===== src/rtl/vga_capture.sv =====
// vga_capture: passive VGA timing recovery and frame checker.
// Recovers pixel coordinates and display-enable from hsync/vsync. Measures
// line and frame periods, locks after consistent frames, and keeps a 16-bit
// additive checksum of the active pixels of each frame.
// Ports:
//   clk, rst_n         pixel clock, asynchronous active-low reset
//   hsync, vsync, rgb  VGA pins (syncs active low, rgb = {R,G,B} 2b each)
//   pix_x, pix_y, de   recovered coordinates (0 when de=0) and enable
//   h_total, v_total   last measured line period (clocks) / frame length (lines)
//   locked             timing locked
//   frame_sum          checksum of the last complete frame
//   frame_done         one-cycle pulse when frame_sum/v_total update
module vga_capture #(
  parameter int unsigned H_START     = 144,
  parameter int unsigned H_ACTIVE    = 640,
  parameter int unsigned V_START     = 35,
  parameter int unsigned V_ACTIVE    = 480,
  parameter int unsigned LOCK_FRAMES = 2
) (
  input  logic        clk,
  input  logic        rst_n,
  input  logic        hsync,
  input  logic        vsync,
  input  logic [5:0]  rgb,
  output logic [9:0]  pix_x,
  output logic [9:0]  pix_y,
  output logic        de,
  output logic [9:0]  h_total,
  output logic [9:0]  v_total,
  output logic        locked,
  output logic [15:0] frame_sum,
  output logic        frame_done
);

  localparam logic [9:0] HS = 10'(H_START);
  localparam logic [9:0] HE = 10'(H_START + H_ACTIVE);
  localparam logic [9:0] VS = 10'(V_START);
  localparam logic [9:0] VE = 10'(V_START + V_ACTIVE);
  localparam logic [7:0] LOCK_N = 8'(LOCK_FRAMES);

  typedef enum logic [1:0] {SEARCH, TRACK, LOCKED} state_t;

  state_t      state_q, state_d;
  logic        hs1_q, hs2_q, hs3_q, vs1_q, vs2_q, vs3_q;
  logic [5:0]  rgb1_q, rgb2_q;
  logic [9:0]  hcnt_q, hcnt_d, vcnt_q, vcnt_d;
  logic [9:0]  h_total_q, h_total_d, v_total_q, v_total_d, v_ref_q, v_ref_d;
  logic [9:0]  pix_x_q, pix_x_d, pix_y_q, pix_y_d;
  logic [7:0]  good_q, good_d;
  logic        line_bad_q, line_bad_d, have_prev_q, have_prev_d;
  logic [15:0] sum_q, sum_d, frame_sum_q, frame_sum_d;
  logic        de_q, de_d, frame_done_q, frame_done_d, locked_q, locked_d;
  logic        hfall, vfall, lost, frame_ok;
  logic [9:0]  h_period, vcnt_inc, v_meas;

  assign hfall = hs3_q & ~hs2_q;
  assign vfall = vs3_q & ~vs2_q;

  always_comb begin
    state_d      = state_q;
    hcnt_d       = (hcnt_q == '1) ? hcnt_q : hcnt_q + 10'd1;
    vcnt_d       = vcnt_q;
    h_total_d    = h_total_q;
    v_total_d    = v_total_q;
    v_ref_d      = v_ref_q;
    good_d       = good_q;
    line_bad_d   = line_bad_q;
    have_prev_d  = have_prev_q;
    sum_d        = sum_q;
    frame_sum_d  = frame_sum_q;
    frame_done_d = 1'b0;
    frame_ok     = 1'b0;
    h_period     = hcnt_q + 10'd1;
    vcnt_inc     = (vcnt_q == '1) ? vcnt_q : vcnt_q + 10'd1;
    // A vsync fall normally coincides with an hsync fall; the line ending
    // there is counted so the frame length comes out in whole lines.
    v_meas       = hfall ? vcnt_inc : vcnt_q;
    lost         = ((hcnt_q == '1) && !hfall) || ((vcnt_q == '1) && !vfall);

    if (hfall) begin
      hcnt_d      = '0;
      vcnt_d      = vcnt_inc;
      h_total_d   = h_period;
      // The first line of a frame has no in-frame predecessor to compare to.
      if (have_prev_q && (h_period != h_total_q)) line_bad_d = 1'b1;
      have_prev_d = 1'b1;
    end
    if (vfall) vcnt_d = '0;

    de_d    = (hcnt_q >= HS) && (hcnt_q < HE) && (vcnt_q >= VS) && (vcnt_q < VE) &&
              (state_q != SEARCH);
    pix_x_d = de_d ? hcnt_q - HS : '0;
    pix_y_d = de_d ? vcnt_q - VS : '0;
    if (de_d) sum_d = sum_q + {10'd0, rgb2_q};

    if (lost) begin
      state_d     = SEARCH;
      good_d      = '0;
      line_bad_d  = 1'b0;
      have_prev_d = 1'b0;
      sum_d       = '0;
    end else if (vfall) begin
      line_bad_d  = 1'b0;
      have_prev_d = 1'b0;
      sum_d       = '0;
      frame_ok    = !line_bad_q && ((good_q == '0) || (v_meas == v_ref_q));
      case (state_q)
        SEARCH: begin
          state_d = TRACK;
          good_d  = '0;
        end
        TRACK: begin
          v_ref_d = v_meas;
          if (frame_ok) good_d = good_q + 8'd1;
          else          good_d = line_bad_q ? 8'd0 : 8'd1;
          if (good_d >= LOCK_N) state_d = LOCKED;
        end
        LOCKED: begin
          v_ref_d = v_meas;
          if (!frame_ok) begin
            state_d = TRACK;
            good_d  = '0;
          end
        end
        default: state_d = SEARCH;
      endcase
      if (state_q != SEARCH) begin
        frame_sum_d  = sum_q;
        v_total_d    = v_meas;
        frame_done_d = 1'b1;
      end
    end

    locked_d = (state_d == LOCKED);
  end

  always_ff @(posedge clk or negedge rst_n) begin
    if (!rst_n) begin
      // Sync stages idle high so reset release never looks like a fall.
      {hs1_q, hs2_q, hs3_q, vs1_q, vs2_q, vs3_q} <= '1;
      rgb1_q       <= '0;
      rgb2_q       <= '0;
      state_q      <= SEARCH;
      hcnt_q       <= '0;
      vcnt_q       <= '0;
      h_total_q    <= '0;
      v_total_q    <= '0;
      v_ref_q      <= '0;
      good_q       <= '0;
      line_bad_q   <= 1'b0;
      have_prev_q  <= 1'b0;
      sum_q        <= '0;
      frame_sum_q  <= '0;
      frame_done_q <= 1'b0;
      de_q         <= 1'b0;
      pix_x_q      <= '0;
      pix_y_q      <= '0;
      locked_q     <= 1'b0;
    end else begin
      hs1_q        <= hsync;
      hs2_q        <= hs1_q;
      hs3_q        <= hs2_q;
      vs1_q        <= vsync;
      vs2_q        <= vs1_q;
      vs3_q        <= vs2_q;
      rgb1_q       <= rgb;
      rgb2_q       <= rgb1_q;
      state_q      <= state_d;
      hcnt_q       <= hcnt_d;
      vcnt_q       <= vcnt_d;
      h_total_q    <= h_total_d;
      v_total_q    <= v_total_d;
      v_ref_q      <= v_ref_d;
      good_q       <= good_d;
      line_bad_q   <= line_bad_d;
      have_prev_q  <= have_prev_d;
      sum_q        <= sum_d;
      frame_sum_q  <= frame_sum_d;
      frame_done_q <= frame_done_d;
      de_q         <= de_d;
      pix_x_q      <= pix_x_d;
      pix_y_q      <= pix_y_d;
      locked_q     <= locked_d;
    end
  end

  assign pix_x      = pix_x_q;
  assign pix_y      = pix_y_q;
  assign de         = de_q;
  assign h_total    = h_total_q;
  assign v_total    = v_total_q;
  assign locked     = locked_q;
  assign frame_sum  = frame_sum_q;
  assign frame_done = frame_done_q;

endmodule


===== config.mk =====
export PLATFORM = sky130hd
export DESIGN_NAME = vga_capture
export DESIGN_NICKNAME = d
export VERILOG_FILES = /design/src/rtl/vga_capture.sv
export SDC_FILE = /design/constraint.sdc
export NUM_CORES = 1
export LEC_CHECK = 0
export BUFFER_PORTS_ARGS = -buffer_cell sky130_fd_sc_hd__buf_2
export CAP_MARGIN = 30
export CORE_AREA = 2 2 109 111
export CTS_CLUSTER_DIAMETER = 150
export DETAILED_ROUTE_END_ITERATION = 7
export DIE_AREA = 0 0 111 113
export HOLD_SLACK_MARGIN = 0.05
export PLACE_DENSITY_LB_ADDON = 0.05
export SYNTH_ARGS = -nofsm -noshare
export SYNTH_HDL_FRONTEND = slang
export SYNTH_SLANG_ARGS = --single-unit

===== constraint.sdc =====
create_clock -name clk -period 3.65 [get_ports clk]
set_input_delay 0.365 -clock clk [delete_from_list [all_inputs] [get_ports clk]]
set_output_delay 0.365 -clock clk [all_outputs]
set_load 0.01 [all_outputs]

Word level (Yosys, flattened, before mapping)

Index checks and enable logic that the tools add are counted.
Widths: inputs -> output; s select.

Flip-flop bits (word level): 135
Input bits: 10
Output and inout bits: 59
Word-level logic and storage cells: 109

Add/subtract/negate cells: 6
Magnitude comparators: 5
Eq/ne operators: 9
Muxes and demuxes: 34
Bitwise operators: 5
Reductions and logical operators: 26

Operator list:

| cell                  | count |
|---|---|
| $mux 10               | 7 |
| $mux 8                | 7 |
| $mux 16               | 3 |
| $pmux 8 s3            | 1 |
| $add 10x1->10 const B | 2 |
| $eq 10x10->1 const B  | 2 |
| $lt 10x10->1 const B  | 2 |
| $add 16x6->16         | 1 |
| $mux 1                | 11 |
| $eq 10x10->1          | 1 |
| $ge 10x6->1 const B   | 1 |
| $ge 10x8->1 const B   | 1 |
| $ne 10x10->1          | 1 |
| $sub 10x6->10 const B | 1 |
| $sub 10x8->10 const B | 1 |
| $reduce_and 3->1      | 3 |
| $reduce_bool 3->1     | 3 |
| $add 8x1->8 const B   | 1 |
| $ge 8x2->1 const B    | 1 |
| $logic_and 1x1->1     | 8 |
| $logic_not 8->1       | 1 |
| $mux 2                | 4 |
| $pmux 2 s3            | 1 |
| $eq 2x2->1 const B    | 2 |
| other kinds (12)      | 19 |

Logic depth before layout (Yosys ltp)

Gate-level depths: netlist (run 1).

Depth after elaboration: 16
Depth in mapped cells: 12
Depth with buffers taken out: 11

Worst setup path before layout (run 1)

No wires, ideal clock.

Kind: reg-to-reg
Start: register vcnt_q[0]
End: register good_q[0]
Library setup time: 0.125 ns
Arrival: 2.579 ns
Data required time: 3.525 ns
Path slack: 0.946 ns
Stages on the path, launching flop included: 11
Buffers on the path: 1
Clock period less this slack: 2.704 ns
Path through: dfrtp_1 -> ha_1 -> buf_4 -> nand3_1 -> nor3_1 -> mux2i_1 -> o2111ai_1 -> or4_4 -> nor2_4 -> a31oi_4 -> mux2_4

Longest elaborated chain between the ends: 13
Elaborated cells between the ends (all ways): 20
Classes of those cells: 1 x add/sub; 3 x eq/ne; 9 x mux; 7 x reduce/logical

RTL lines:

| what                                                 | RTL line | source |
|---|---|---|
| from (decl)                                          | 46       | `logic [9:0] hcnt_q, hcnt_d, vcnt_q, vcnt_d;` |
| from (signal assigned)                               | 170      | `vcnt_q <= vcnt_d;` |
| $add 10x1->10 / $eq 10x10->1 (equally long branches) | 74, 78   |  |
| $mux 10                                              | 74       | `vcnt_inc = (vcnt_q == '1) ? vcnt_q : vcnt_q + 10'd1;` |
| $mux 10                                              | 77       | `v_meas = hfall ? vcnt_inc : vcnt_q;` |
| $eq 10x10->1                                         | 106      | `frame_ok = !line_bad_q && ((good_q == '0) \|\| (v_meas == v_ref_q));` |
| $logic_or 1x1->1                                     | 106      |  |
| $logic_and 1x1->1                                    | 106      |  |
| $mux 8                                               | 114      | `if (frame_ok) good_d = good_q + 8'd1;` |
| $mux 8                                               | 107      | `case (state_q)` |
| $mux 8                                               | 102      | `end else if (vfall) begin` |
| $mux 8                                               | 96       | `if (lost) begin` |
| $pmux 8 s3                                           | 107      |  |
| $mux 8                                               | 102      |  |
| $mux 8                                               | 96       |  |
| to (signal assigned)                                 | 174      | `good_q <= good_d;` |
| to (decl)                                            | 49       | `logic [7:0] good_q, good_d;` |

Parallel ways exist; a longest one is shown, timed or not. The select of a mux whose other input is x is not followed.
A chain may end at the register's enable or synchronous reset.

Worst setup path after layout (run 1)

Same ends and word-level chain as after synthesis.

==> impl_metrics.py, run 1 <==
metrics = {
    "run_status": {
        "status": "completed",
    },
    "floorplan": {
        "start_util_pct": 58.3,
        "ioPinCount": 69,
        "num_rows": 39,
        "die_area_um2": 12500,
        "dieHeight_um": 113,
        "die_w_um": 111,
        "core_um2": 11300,
    },
    "setup_path": {
        "worst-path-buf-inv": 0,
        "crit_path_cell_trace": "ha_1 -> nand3_1 -> nor3_1 -> mux2i_1 -> o2111ai_1 -> or4_4 -> nor2_4 -> a31oi_4 -> mux2_4",
        "path_max_fanout": 11,
        "critPathLaunchType": "flip-flop",
        "r2r-start": "vcnt_q[0]$_DFF_PN0_",
        "crit_slowest_cell": "or4_4",
        "worstPathRequired_ns": 3.95,
        "critPathKind": "reg -> reg",
        "path_delay_family": "simple AND/OR/NAND/NOR gates",
        "critPathLaunch": "vcnt_q[0]$_DFF_PN0_",
        "worst_setup_path_end_kind": "flip-flop",
        "max_stage_delay_ns": 0.55,
        "cp.arrival_ns": 3.70,
    },
    "timing": {
        "slew_headroom_pct": 41.8,
        "clock_skew_ns": 0.00575,
        "worst_slew_pin_slew_ns": 0.861,
        "period_share_pct": 93.3,
        "layout_min_cycle_time_ns": 3.40,
        "tns_ns": 0,
        "slew_viol_final": 0,
        "rsz0062_at_grt": "no",
        "finalSetupViolCount": 0,
        "hold_viol": 0,
        "fmax_ghz": 0.294,
    },
    "clock_tree": {
        "ctsHtreeMaxLevel": 4,
        "cts_inserted_buffers": 17,
        "cts_root_buffer": "clkbuf_16",
        "cts.sinks": 135,
        "clkLatencyLatePin_ns": 0.42,
        "path_clk_slew_ns": 0.06,
        "cts_tree": "done",
        "cts_resized": 0,
        "clockBufferDepth": 2,
    },
    "finish": {
        "drive_gt1_share_pct": 18.2,
        "mostFrequentLayoutCells": "129 x dfrtp_1, 113 x nand2_1, 71 x nor2_1",
        "final_common_cell": "dfrtp_1",
        "n_antenna_cell": 0,
        "fill_cells": 900,
        "fin_nets": 775,
        "syn_to_final_growth_pct": 17.7,
    },
    "routing": {
        "viasPerCell": 5.69,
        "remaining_drc_errors": 0,
        "antenna_left": 0,
        "vias": 5128,
        "wl_per_cell_um": 16.5,
        "drt-initial-drc-count": 409,
        "wl_mm": 14.8,
        "first_pass_iters": 5,
    },
    "global_routing": {
        "antenna_found_initial": 0,
        "grt_pass1_vias": 5135,
        "grt_max_degree": 97,
        "grt_pass1_wl_mm": 25.2,
        "grt_usage_pct": 25.2,
        "grt_overflow": 0,
    },
    "power_and_ir_drop": {
        "p_leak_uw": 0.00376,
        "peakVddDrop_uv": 357,
        "p_total_uw": 4250,
        "powerDensity_nw_per_um2": 549,
    },
    "yosys": {
        "synthFlopType": "dfrtp_1",
        "syn_nets": 700,
        "synthCells": 671,
        "async_flop_share_pct": 100,
        "synth_cell_types": 73,
        "yosys.area.top_type_share_pct": 49.1,
        "yosys.area.top_type": "dfrtp_1",
        "ys_top_cells_by_area": "dfrtp_1 49%, nand2_1 6.5%, xnor2_1 4.5%",
        "ys_seq_area_share_pct": 51.5,
        "synth-edff-count": 0,
        "ys_seq_elements": 135,
        "synth.avg_cell_area_um2": 9.79,
        "ys_warn_count": 0,
        "syn_area_um2": 6570,
    },
    "placed_design": {
        "gp_congestion": 0.856,
        "io_buffer_count": 68,
        "dp_hpwl_mm": 10.4,
    },
    "min_path": {
        "hold_path.class": "in -> async",
    },
    "run": {
        "drv_cap": 0,
    },
}
-- synthesized netlist by cell type, types with 8 or more instances --
cell type,instances
inv_1,21
nor2_1,71
xor2_1,14
nand2b_1,9
o21ai_0,37
dfrtp_1,129
o2111ai_1,8
a21oi_1,24
clkbuf_1,14
buf_2,11
and3_1,10
ha_1,18
nor3_1,12
nand2_1,113
nand3_1,15
xnor2_1,34
-- power by group --
group          internal, uW  switching [uW]
sequential             1600             109
clock                  1130             632
combinational           284             490
-- kinds of logic (layout without fill, tap and decap cells) --
| kind of cell | count (synthesis) | after routing | synth area share [%] |
|---|---|---|---|
| adder cells (fa/ha/maj) | 19 | 19 | 3.73 |
| XOR/XNOR | 48 | 48 | 6.40 |
| multiplexers | 11 | 11 | 1.98 |
| buffers and inverters | 58 | 145 | 4.11 |
| AND/OR/NAND/NOR | 283 | 283 | 20.3 |
| AO/OA/AOI/OAI | 117 | 117 | 11.9 |
| flip-flops | 135 | 135 | 51.5 |
-- per-stage QoR --
step | instance area [um^2] | hold WS, ns | worst slack [ns] | utilization [%] | std cells
final | 7730 | 0.0467 | 0.246 | 68.6 | 901
after global routing | 7730 | 0.106 | 0.0637 | 68.6 | 901
after CTS | 7730 | 0.0721 | 0.279 | 68.6 | 901
after detailed placement | 7040 | 0.336 | 0.285 | 62.4 | 862
after global placement | 7040 | 0.332 | 0.381 | 62.4 | 862
after floorplan | 6570 | 0.0694 | 0.946 | - | 671
-- per-layer routing --
metal,global-route usage (%),share of wire (%),vias to the layer above
met1,33.8,46,2513
met2,41.1,48,137
li1,-,-,2448
met5,0,0,-
met4,9.08,1.8,0
met3,5.57,3.9,30
-- timing repair --
item | 4_1_cts | 5_1_grt
buffers inserted | 0 | 0
setup endpoints to repair | 0 | 0
hold buffers | 8 | 0
hold endpoints to repair | 8 | 0
-- state kept, by name (all words and copies together), names as in the netlist, 2 cells and up --
| name | flops |
|---|---|
| v_ref_q | 10 |
| pix_x | 10 |
| sum_q | 16 |
| vcnt_q | 10 |
| v_total | 10 |
| good_q | 8 |
| frame_sum | 16 |
| rgb2_q | 6 |
| rgb1_q | 6 |
| hcnt_q | 10 |
| state_q | 2 |
| pix_y | 10 |
| h_total | 10 |
-- area by class of cell --
type                       count  area [um^2]  share of cell area, %
sequential                   135         3390                   43.8
multi-input combinational    478         2910                   37.7
timing repair buffer          91          552                   7.13
clock buffer                  21          470                   6.08
tap                          143          179                   2.31
clock inverter                10          146                   1.89
inverter                      23         87.6                   1.13
-- worst paths after layout --
| check | to | slack, ns | cells after the start |
|---|---|---|---|
| min reg2reg | rgb2_q[2]$_DFF_PN0_ | 0.35 | 0 |
| max in group asynchronous | vs3_q$_DFF_PN1_ | 2.83 | 2 |
| max | good_q[0]$_DFFE_PN0P_ | 0.25 | 9 |
| max reg2reg | good_q[0]$_DFFE_PN0P_ | 0.25 | 9 |
| min | good_q[6]$_DFFE_PN0P_ | 0.05 | 1 |
| min in group clk | rgb2_q[2]$_DFF_PN0_ | 0.35 | 0 |
Note: power is estimated with default switching activity, not from simulation.
==> inputs of run 2 (changes only) <==
--- a/config.mk
+++ b/config.mk
@@ -7,10 +7,10 @@
 export LEC_CHECK = 0
 export BUFFER_PORTS_ARGS = -buffer_cell sky130_fd_sc_hd__buf_2
 export CAP_MARGIN = 30
-export CORE_AREA = 2 2 109 111
+export CORE_AREA = 3 3 152 154
 export CTS_CLUSTER_DIAMETER = 150
 export DETAILED_ROUTE_END_ITERATION = 7
-export DIE_AREA = 0 0 111 113
+export DIE_AREA = 0 0 155 157
 export HOLD_SLACK_MARGIN = 0.05
 export PLACE_DENSITY_LB_ADDON = 0.05
 export SYNTH_ARGS = -nofsm -noshare
==> impl_metrics.py, run 2 (same netlist as run 1, synthesis figures left out) <==
metrics = {
    "timing": {
        "tns_ns": 0,
        "slew_viol_final": 0,
        "clock_skew_ns": 0.00986,
        "fmax_ghz": 0.327,
        "worst_slew_pin_slew_ns": 0.820,
        "slew_headroom_pct": 44.9,
        "rsz0062_at_grt": "no",
        "layout_min_cycle_time_ns": 3.06,
        "hold_viol": 0,
        "finalSetupViolCount": 0,
        "period_share_pct": 83.9,
        "holdWs_ns": 0.348,
        "setup_ws_ns": 0.588,
    },
    "clock_tree": {
        "post-cts-setup-buffers": 0,
        "clkLatencyLatePin_ns": 0.42,
        "postCtsHoldBufs": 8,
        "cts_root_buffer": "clkbuf_16",
        "cts.sinks": 135,
        "ctsHtreeMaxLevel": 4,
        "cts_tree": "done",
        "path_clk_slew_ns": 0.06,
        "clockBufferDepth": 2,
        "cts_inserted_buffers": 17,
        "cts_resized": 0,
    },
    "setup_path": {
        "crit_slowest_cell": "dfrtp_1",
        "worst_setup_path_end_kind": "flip-flop",
        "worstPathRequired_ns": 3.95,
        "path_delay_family": "simple AND/OR/NAND/NOR gates",
        "worst-path-buf-inv": 1,
        "path_max_fanout": 17,
        "crit_path_cell_trace": "nand3_1 -> nor3_1 -> mux2i_1 -> o2111ai_1 -> or4_4 -> nor2_4 -> buf_4 -> o2bb2ai_2 -> mux2_4",
        "max_stage_delay_ns": 0.63,
        "critPathLaunchType": "flip-flop",
        "critPathKind": "reg -> reg",
        "cp.arrival_ns": 3.36,
    },
    "floorplan": {
        "die_w_um": 155,
        "num_rows": 54,
        "dieHeight_um": 157,
        "core_um2": 21800,
        "ioPinCount": 69,
        "die_area_um2": 24300,
        "start_util_pct": 30.1,
    },
    "global_routing": {
        "grt_max_degree": 77,
        "grt_overflow": 0,
        "antenna_found_initial": 0,
        "grt_usage_pct": 14.3,
        "grt_pass1_vias": 5118,
        "grt_pass1_wl_mm": 27.6,
    },
    "finish": {
        "n_antenna_cell": 0,
        "syn_to_final_growth_pct": 20.6,
        "final_cell_area_um2": 7920,
        "fin_nets": 776,
        "final_common_cell": "dfrtp_1",
        "drive_gt1_share_pct": 18.3,
        "mostFrequentLayoutCells": "129 x dfrtp_1, 113 x nand2_1, 71 x nor2_1",
        "fill_cells": 2217,
    },
    "min_path": {
        "hold_path.class": "reg -> reg",
    },
    "placed_design": {
        "io_buffer_count": 68,
        "postPlaceCellArea_um2": 7210,
        "dp_hpwl_mm": 11.6,
        "dp_slack_ns": 0.640,
        "gp_congestion": 0.811,
    },
    "routing": {
        "antenna_left": 0,
        "drt-initial-drc-count": 205,
        "wl_per_cell_um": 16.2,
        "first_pass_iters": 4,
        "vias": 4937,
        "remaining_drc_errors": 0,
        "wl_mm": 16.8,
        "viasPerCell": 4.75,
    },
    "run_status": {
        "status": "completed",
    },
    "power_and_ir_drop": {
        "peakVddDrop_uv": 311,
        "powerDensity_nw_per_um2": 549,
        "p_leak_uw": 0.00377,
    },
    "run": {
        "drv_cap": 0,
    },
}
-- run 2: layout make-up --
type,count,area [um^2],area share (%)
clock inverters,12,166,2.10
well taps,280,350,4.42
clock buffers,20,457,5.76
repair buffers,92,562,7.09
inverters,23,87.6,1.11
flip-flops and latches,135,3390,42.7
multi-input cells,478,2910,36.8
-- run 2: path summary, 6_finish.rpt --
kind | startpoint | endpoint | slack [ns] | cells after the start
worst max register to register | vcnt_q[2]$_DFF_PN0_ | good_q[0]$_DFFE_PN0P_ | 0.59 | 9
worst min-delay path | rgb1_q[4]$_DFF_PN0_ | rgb2_q[4]$_DFF_PN0_ | 0.35 | 0
max in group asynchronous | rst_n | vs1_q$_DFF_PN1_ | 2.33 | 3
min in group asynchronous | rst_n | good_q[4]$_DFFE_PN0P_ | 0.48 | 2
worst max-delay path | vcnt_q[2]$_DFF_PN0_ | good_q[0]$_DFFE_PN0P_ | 0.59 | 9
worst min register to register | rgb1_q[4]$_DFF_PN0_ | rgb2_q[4]$_DFF_PN0_ | 0.35 | 0
-- run 2: per-layer routing --
metal / wire length, um / GRT usage [%]
met1: 8170 / 20.0
met2: 7780 / 22.6
met3: 710 / 3.27
met4: 152 / 3.78
met5: 0 / 0
-- run 2: report_power, final --
| group | switching, uW | total, uW | internal, uW |
|---|---|---|---|
| logic | 515 | 809 | 294 |
| clock network | 702 | 1830 | 1120 |
| registers | 112 | 1710 | 1600 |
-- run 2: metrics by stage --
stage	util (%)	total power, uW	instances
after floorplan	-	2280	671
after global placement	33.0	2550	999
after detailed placement	33.0	2560	999
after CTS	36.3	4420	1039
after global routing	36.3	4580	1040
final	36.3	4350	1040
-- run 2: worst reg2reg max path, stage by stage, from the launching register on --
cell	delay (ns)
dfrtp_1	0.63
nand3_1	0.31
nor3_1	0.42
mux2i_1	0.27
o2111ai_1	0.15
or4_4	0.53
nor2_4	0.13
buf_4	0.20
o2bb2ai_2	0.06
mux2_4	0.24
